`src/rtl/nic_inject_eject.sv`:
```
// nic_inject_eject
//   Local network interface on router port 0.
//   Injection: core messages are queued, stamped with an output VC picked
//   round-robin among VCs that still hold credit, and driven to the router
//   one flit per cycle. Ejection: the router's local output is registered
//   and handed to the core with the VC field removed.
//
// Ports
//   clk, reset          clock, asynchronous active-low reset
//   core_valid/ready    core message handshake (ready = queue not full)
//   core_dest/payload   message fields
//   inj_data/inj_valid  flit to router input_data[0]/input_valid[0]
//   credit_in           one pulse per freed local-port VC slot, per VC
//   eject_data_in/valid_in  router out_data[0]/out_valid[0]
//   eject_valid/dest/payload  registered ejected flit to the core
//   credit_err          sticky: credit returned to an already-full counter
//
// Build option
//   NIC_STATS_EN  adds inj_count, ej_count (32-bit, wrapping) and
//                 stall_cycles (16-bit, saturating BLOCKED-cycle count).
//
// state     | meaning
// S_IDLE    | injection queue empty, nothing to send
// S_SEND    | queue head present; sends it on the next VC with credit
// S_BLOCKED | queue non-empty, every VC out of credit; waits for credit_in

`ifndef FLIT_DATA_WIDTH
`define FLIT_DATA_WIDTH 32
`endif

module nic_inject_eject #(
  parameter int NUM_VC         = 4,
  parameter int NUM_ROUTERS    = 16,
  parameter int BUFFER_DEPTH   = 8,
  parameter int INJ_DEPTH      = 4,
  parameter int VC_BITS        = $clog2(NUM_VC),
  parameter int ROUTER_ID_BITS = $clog2(NUM_ROUTERS),
  parameter int CR_BITS        = $clog2(BUFFER_DEPTH) + 1,
  parameter int PAYLOAD_W      = `FLIT_DATA_WIDTH - VC_BITS - ROUTER_ID_BITS
) (
  input  logic                        clk,
  input  logic                        reset,
  input  logic                        core_valid,
  output logic                        core_ready,
  input  logic [ROUTER_ID_BITS-1:0]   core_dest,
  input  logic [PAYLOAD_W-1:0]        core_payload,
  output logic [`FLIT_DATA_WIDTH-1:0] inj_data,
  output logic                        inj_valid,
  input  logic [NUM_VC-1:0]           credit_in,
  input  logic [`FLIT_DATA_WIDTH-1:0] eject_data_in,
  input  logic                        eject_valid_in,
  output logic                        eject_valid,
  output logic [ROUTER_ID_BITS-1:0]   eject_dest,
  output logic [PAYLOAD_W-1:0]        eject_payload,
`ifdef NIC_STATS_EN
  output logic [31:0]                 inj_count,
  output logic [31:0]                 ej_count,
  output logic [15:0]                 stall_cycles,
`endif
  output logic                        credit_err
);

  localparam int FLIT_W = `FLIT_DATA_WIDTH;
  localparam int PTR_W  = $clog2(INJ_DEPTH);
  localparam int MSG_W  = ROUTER_ID_BITS + PAYLOAD_W;

  localparam logic [CR_BITS-1:0] CR_MAX = CR_BITS'(BUFFER_DEPTH);
  localparam logic [CR_BITS-1:0] CR_ONE = CR_BITS'(1);
  localparam logic [PTR_W:0]     Q_FULL = (PTR_W+1)'(INJ_DEPTH);
  localparam logic [PTR_W:0]     Q_ONE  = (PTR_W+1)'(1);

  typedef enum logic [1:0] {S_IDLE, S_SEND, S_BLOCKED} state_t;

  state_t state;

  // ---------------- injection queue ----------------
  logic [MSG_W-1:0] q_mem [INJ_DEPTH];
  logic [PTR_W-1:0] wr_ptr, rd_ptr;
  logic [PTR_W:0]   q_count, q_count_next;
  logic             q_full, push, pop;

  // ---------------- credits / VC selection ----------------
  logic [CR_BITS-1:0] credit_cnt [NUM_VC];
  logic [CR_BITS-1:0] credit_nxt [NUM_VC];
  logic [VC_BITS-1:0] rr_ptr, pick_vc, rr_nxt;
  logic               any_credit, any_credit_next, credit_set_err, send;
  logic [NUM_VC-1:0]  send_hit;

  assign q_full     = (q_count == Q_FULL);
  assign core_ready = !q_full;
  assign push       = core_valid && !q_full;
  assign pop        = send;

  always_comb begin
    q_count_next = q_count;
    if (push && !pop)      q_count_next = q_count + Q_ONE;
    else if (!push && pop) q_count_next = q_count - Q_ONE;
  end

  always_ff @(posedge clk) begin
    if (push) q_mem[wr_ptr] <= {core_dest, core_payload};
  end

  always_ff @(posedge clk or negedge reset) begin
    if (!reset) begin
      wr_ptr  <= '0;
      rd_ptr  <= '0;
      q_count <= '0;
    end else begin
      if (push) wr_ptr <= wr_ptr + PTR_W'(1);
      if (pop)  rd_ptr <= rd_ptr + PTR_W'(1);
      q_count <= q_count_next;
    end
  end

  // First VC holding credit, scanning from the round-robin pointer.
  always_comb begin
    int                 idx;
    logic [VC_BITS-1:0] idx_v;
    any_credit = 1'b0;
    pick_vc    = '0;
    idx        = 0;
    idx_v      = '0;
    for (int i = 0; i < NUM_VC; i++) begin
      idx = int'(rr_ptr) + i;
      if (idx >= NUM_VC) idx = idx - NUM_VC;
      idx_v = VC_BITS'(idx);
      if (!any_credit && credit_cnt[idx_v] != '0) begin
        any_credit = 1'b1;
        pick_vc    = idx_v;
      end
    end
  end

  assign send   = (state == S_SEND) && any_credit && (q_count != '0);
  assign rr_nxt = (pick_vc == VC_BITS'(NUM_VC - 1)) ? '0 : pick_vc + VC_BITS'(1);

  always_comb begin
    send_hit = '0;
    if (send) send_hit[pick_vc] = 1'b1;
  end

  // A return and a send on the same VC cancel; a return to a full counter
  // is dropped and flagged.
  always_comb begin
    credit_set_err  = 1'b0;
    any_credit_next = 1'b0;
    for (int v = 0; v < NUM_VC; v++) begin
      credit_nxt[v] = credit_cnt[v];
      if (credit_in[v] && !send_hit[v]) begin
        if (credit_cnt[v] == CR_MAX) credit_set_err = 1'b1;
        else                         credit_nxt[v]  = credit_cnt[v] + CR_ONE;
      end else if (!credit_in[v] && send_hit[v]) begin
        credit_nxt[v] = credit_cnt[v] - CR_ONE;
      end
      if (credit_nxt[v] != '0) any_credit_next = 1'b1;
    end
  end

  always_ff @(posedge clk or negedge reset) begin
    if (!reset) begin
      for (int v = 0; v < NUM_VC; v++) credit_cnt[v] <= CR_MAX;
      credit_err <= 1'b0;
    end else begin
      for (int v = 0; v < NUM_VC; v++) credit_cnt[v] <= credit_nxt[v];
      if (credit_set_err) credit_err <= 1'b1;
    end
  end

  // ---------------- injection FSM ----------------
  always_ff @(posedge clk or negedge reset) begin
    if (!reset) begin
      state     <= S_IDLE;
      inj_valid <= 1'b0;
      inj_data  <= '0;
      rr_ptr    <= '0;
    end else begin
      inj_valid <= 1'b0;
      case (state)
        S_IDLE: begin
          if (q_count != '0) state <= S_SEND;
        end
        S_SEND: begin
          if (send) begin
            inj_valid <= 1'b1;
            inj_data  <= {pick_vc, q_mem[rd_ptr]};
            rr_ptr    <= rr_nxt;
            if (q_count_next == '0)  state <= S_IDLE;
            else if (!any_credit_next) state <= S_BLOCKED;
          end else if (q_count == '0) begin
            state <= S_IDLE;
          end else if (!(|credit_in)) begin
            state <= S_BLOCKED;
          end
        end
        S_BLOCKED: begin
          if (|credit_in) state <= S_SEND;
        end
        default: state <= S_IDLE;
      endcase
    end
  end

  // ---------------- ejection ----------------
  logic [VC_BITS-1:0] unused_eject_vc;
  assign unused_eject_vc = eject_data_in[FLIT_W-1 -: VC_BITS];

  always_ff @(posedge clk or negedge reset) begin
    if (!reset) begin
      eject_valid   <= 1'b0;
      eject_dest    <= '0;
      eject_payload <= '0;
    end else begin
      eject_valid <= eject_valid_in;
      if (eject_valid_in) begin
        eject_dest    <= eject_data_in[MSG_W-1:PAYLOAD_W];
        eject_payload <= eject_data_in[PAYLOAD_W-1:0];
      end
    end
  end

`ifdef NIC_STATS_EN
  always_ff @(posedge clk or negedge reset) begin
    if (!reset) begin
      inj_count    <= '0;
      ej_count     <= '0;
      stall_cycles <= '0;
    end else begin
      inj_count <= inj_count + 32'(inj_valid);
      ej_count  <= ej_count + 32'(eject_valid);
      if (state == S_BLOCKED && stall_cycles != 16'hFFFF)
        stall_cycles <= stall_cycles + 16'd1;
    end
  end
`endif

endmodule

```
`config.mk`:
```
export PLATFORM = sky130hd
export DESIGN_NAME = nic_inject_eject
export DESIGN_NICKNAME = d
export VERILOG_FILES = /design/src/rtl/nic_inject_eject.sv
export SDC_FILE = /design/constraint.sdc
export NUM_CORES = 1
export LEC_CHECK = 0
export ABC_AREA = 1
export ABC_CLOCK_PERIOD_IN_PS = 3200
export CELL_PAD_IN_SITES_DETAIL_PLACEMENT = 1
export CELL_PAD_IN_SITES_GLOBAL_PLACEMENT = 1
export CORE_MARGIN = 2
export CORE_UTILIZATION = 43
export DETAILED_ROUTE_END_ITERATION = 10
export GPL_ROUTABILITY_DRIVEN = 0
export PLACE_DENSITY = 0.83
export SLEW_MARGIN = 20
export SYNTH_ARGS = -nofsm -noshare
export SYNTH_HDL_FRONTEND = slang
export SYNTH_SLANG_ARGS = --single-unit
```
`constraint.sdc`:
```
create_clock -name clk -period 3.2 [get_ports clk]
set_input_delay 0.8 -clock clk [delete_from_list [all_inputs] [get_ports clk]]
set_output_delay 0.8 -clock clk [all_outputs]
set_load 0.02 [all_outputs]
```
==> impl_results.md <==
* Crit Path Class: flip-flop to flip-flop
* Global-route wire length before repair at 39180 um
* Wire length per cell at 19.88 um
* Tcrit/Tclk final at 101.7%
* Clk_skew at 12.68 ps
* Synth top cells by count: 194 x nor2_1, 120 x edfxtp_1, 105 x nand2_1, 88 x dfrtp_1, 69 x o21ai_0
* Antenna-violating nets left at 0
* Worst path cell trace: buf_12 > nand2_1 > o21ai_2 > nor2_1 > nand2_1 > nand2_4 > nand3_4 > nand2_4 > xor2_2 > nand2_4 > inv_4 > ha_4 > nand3_4 > nand2_4 > nand2_1 > o21ai_0 > nand2_1 > nor2_1 > nand2_1 > nor2_2 > nand2_2 > nand2_2 > nand3_1 > nand2_1
* Top-count cell post-synth: nor2_1
* Post-synthesis register bit count at 212
* Syn nets at 937
* Avg Cell Area, Syn at 10.83 um2
* Starting DRT DRC Count at 317
* Critical path endpoint category: flip-flop
* Netlist cell types at 36
* Clock sink count at 212
* Peak supply drop at 0.5899 mV
* # IOs at 136
* Fmax at 0.3072 GHz
* Routed vias at 7066
* Fin nets at 1124
* Yosys Warn Count at 0
* Via-per-instance ratio at 5.329
* Die height at 149.9 um
* Setup TNS at -100.8 ps
* Setup WS post-layout at -54.75 ps
* Root Buffer: clkbuf_16
* Port Buf Inserts at 133
* Starting Density at 43.68%
* Multi-input gate area at 3313 um2
* Global route overflow at 0
* Slew Limit Headroom at 50.96%
* Outcome: finished, violations left
* RSZ-0062 raised after global routing: true
* Hold Path Class: input port to asynchronous set/reset pin
* Fin. Hold Viols at 0
* Crit path DAT at 3710 ps
* Synth-to-Final Area Change at 35.20%
* Crit path max fanout at 8
* Gr usage total at 22.55%
* Drt total wl at 26360 um
* TritonCTS Buffers at 24
* Skew-Pair Late Insertion Delay at 520 ps
* Count of pins over their slew limit at 0
* TritonCTS clock tree: yes
* Die Wd at 149.9 um
* Lkg Pwr at 4.898 nW
* # DRC at 0
* Critical Path RT at 3650 ps
* First drt pass iteration count at 4
* Full die area at 22470 um2
* Layout cells sized above 1 at 20.48%
* Setup violation total in the final timing report at 2
* Top cell type's share of synthesized area at 39.37%
* Violated checks: negative setup slack
* Vias in the first global route at 7457
* Total power at 0.01284 W
* Area of the core at 20960 um2
* Post-synth EDFFs at 120
* Register area share after synthesis at 64.58%
* # rows at 53
* Max Cap Viol at 0
* Cell mode on critical path: nand2_1
* Gate Count Post-Synth at 845
* Slowest-stage cell, CP: dfrtp_2
* FF/Latch Area at 5913 um2
* Synthesized area at 9153 um2
* H-Tree Depth at 1
* Element type at the critical path start: flip-flop
* Antenna violations before repair at 1
* Area contributors post-synth: edfxtp_1 39%, dfrtp_1 24%, nor2_1 8.0%
* Worst-path clk slew at 60 ps
* Power density over cell area at 1037 nW/um2
* Minimum clock period after layout at 3255 ps
* Yosys top cell by area: edfxtp_1
* Fillers at 2214
* Pin count of the biggest net entering global routing at 67
* Ys async rst share at 43.40%
* Measured slew at the worst slew-check pin at 735.6 ps
* Clock buffer depth at 3
* DP HPWL at 15810 um
* Ys flop type: edfxtp_1
* Largest stage delay on the critical path at 480 ps
[cell type report]
class / instances / area share [%]
antenna: 1 / 0.02022
clock buffer: 34 / 5.318
clock inverter: 10 / 0.7280
inverter: 49 / 1.577
multi-input combinational: 552 / 26.77
sequential: 212 / 47.79
tap: 275 / 2.781
timing repair buffer: 193 / 15.02
[critical path, delay by kind of cell (launching register included)]
family | cells | cell delay, ps
simple gates | 18 | 1910
flops | 1 | 480
buf+inv | 2 | 270
compound gates | 2 | 200
xor+xnor | 1 | 180
fa+ha+maj | 1 | 160
[power by group]
group | switching [W] | internal [W] | leakage, nW
clock network | 0.00109 | 0.00152 | 0.365
logic | 0.00371 | 0.00238 | 2.38
registers | 0.000432 | 0.00370 | 2.15
total | 0.00523 | 0.00760 | 4.90
[stage by stage]
| step | setup slack (ps) | instance area, um2 | util (%) | hold WS (ps) | cells |
|---|---|---|---|---|---|
| detailed placement | -162.5 | 11120 | 53.08 | 493.5 | 1267 |
| floorplan | 485.1 | 9153 | - | 478.3 | 845 |
| global route | -218.0 | 12370 | 59.04 | 338.7 | 1325 |
| global placement | 100.9 | 11120 | 53.08 | 469.1 | 1267 |
| finish | -54.75 | 12370 | 59.05 | 301.2 | 1326 |
| CTS | 8.789 | 11920 | 56.86 | 312.6 | 1312 |
[worst paths after layout]
kind | end | start | slack (ps) | depth (start not counted)
setup / recovery | state[1] | rr_ptr[0] | -50 | 24
hold reg to reg | inj_data[31] | inj_data[31] | 500 | 2
hold / removal | eject_payload[10] | reset | 300 | 1
max in group asynchronous | credit_cnt[15] | reset | 2120 | 2
min in group clk | inj_data[31] | inj_data[31] | 500 | 2
setup reg to reg | state[1] | rr_ptr[0] | -50 | 24
[sequential cells by signal, summed over array words and instances, names as in the netlist]
name,count
inj_data,32
credit_err,1
rr_ptr,2
state,2
wr_ptr,2
q_count,3
eject_valid,1
q_mem,120
credit_cnt,16
rd_ptr,2
eject_payload,26
inj_valid,1
eject_dest,4
[repair_timing]
item	4_1_cts	5_1_grt
hold buffers	0	0
gates resized for setup	13	85
cloned	0	1
buffers inserted	1	12
setup endpoints to repair	2	3
pin swaps	4	33
[kinds of logic (layout without fill, tap and decap cells)]
family / after synthesis / in the layout / share of synthesized area, %
simple gates: 370 / 370 / 16.88
flops: 212 / 212 / 64.58
compound gates: 116 / 116 / 6.986
buf+inv: 81 / 286 / 3.513
mux: 30 / 30 / 3.691
fa+ha+maj: 22 / 22 / 3.007
xor+xnor: 14 / 14 / 1.340
other cells: 0 / 1 / 0
[cells in the final DEF, fill, tap and decap left out, types with 30 or more instances in the layout]
cell	Yosys	final
nor2_1	194	176
clkdlybuf4s50_1	0	132
edfxtp_1	120	120
dfrtp_1	88	86
nand2_1	105	84
o21ai_0	69	67
buf_4	0	53
inv_1	46	39
nand3_1	47	34
a31oi_1	32	32
mux2_2	30	30
[metal layers]
layer / global-route usage (%) / wire [um]
met4: 7.642 / 909
met2: 41.19 / 13950
met3: 4.116 / 1235
met5: 0 / 16
met1: 26.63 / 10240
(Power assumes the default switching activity.)
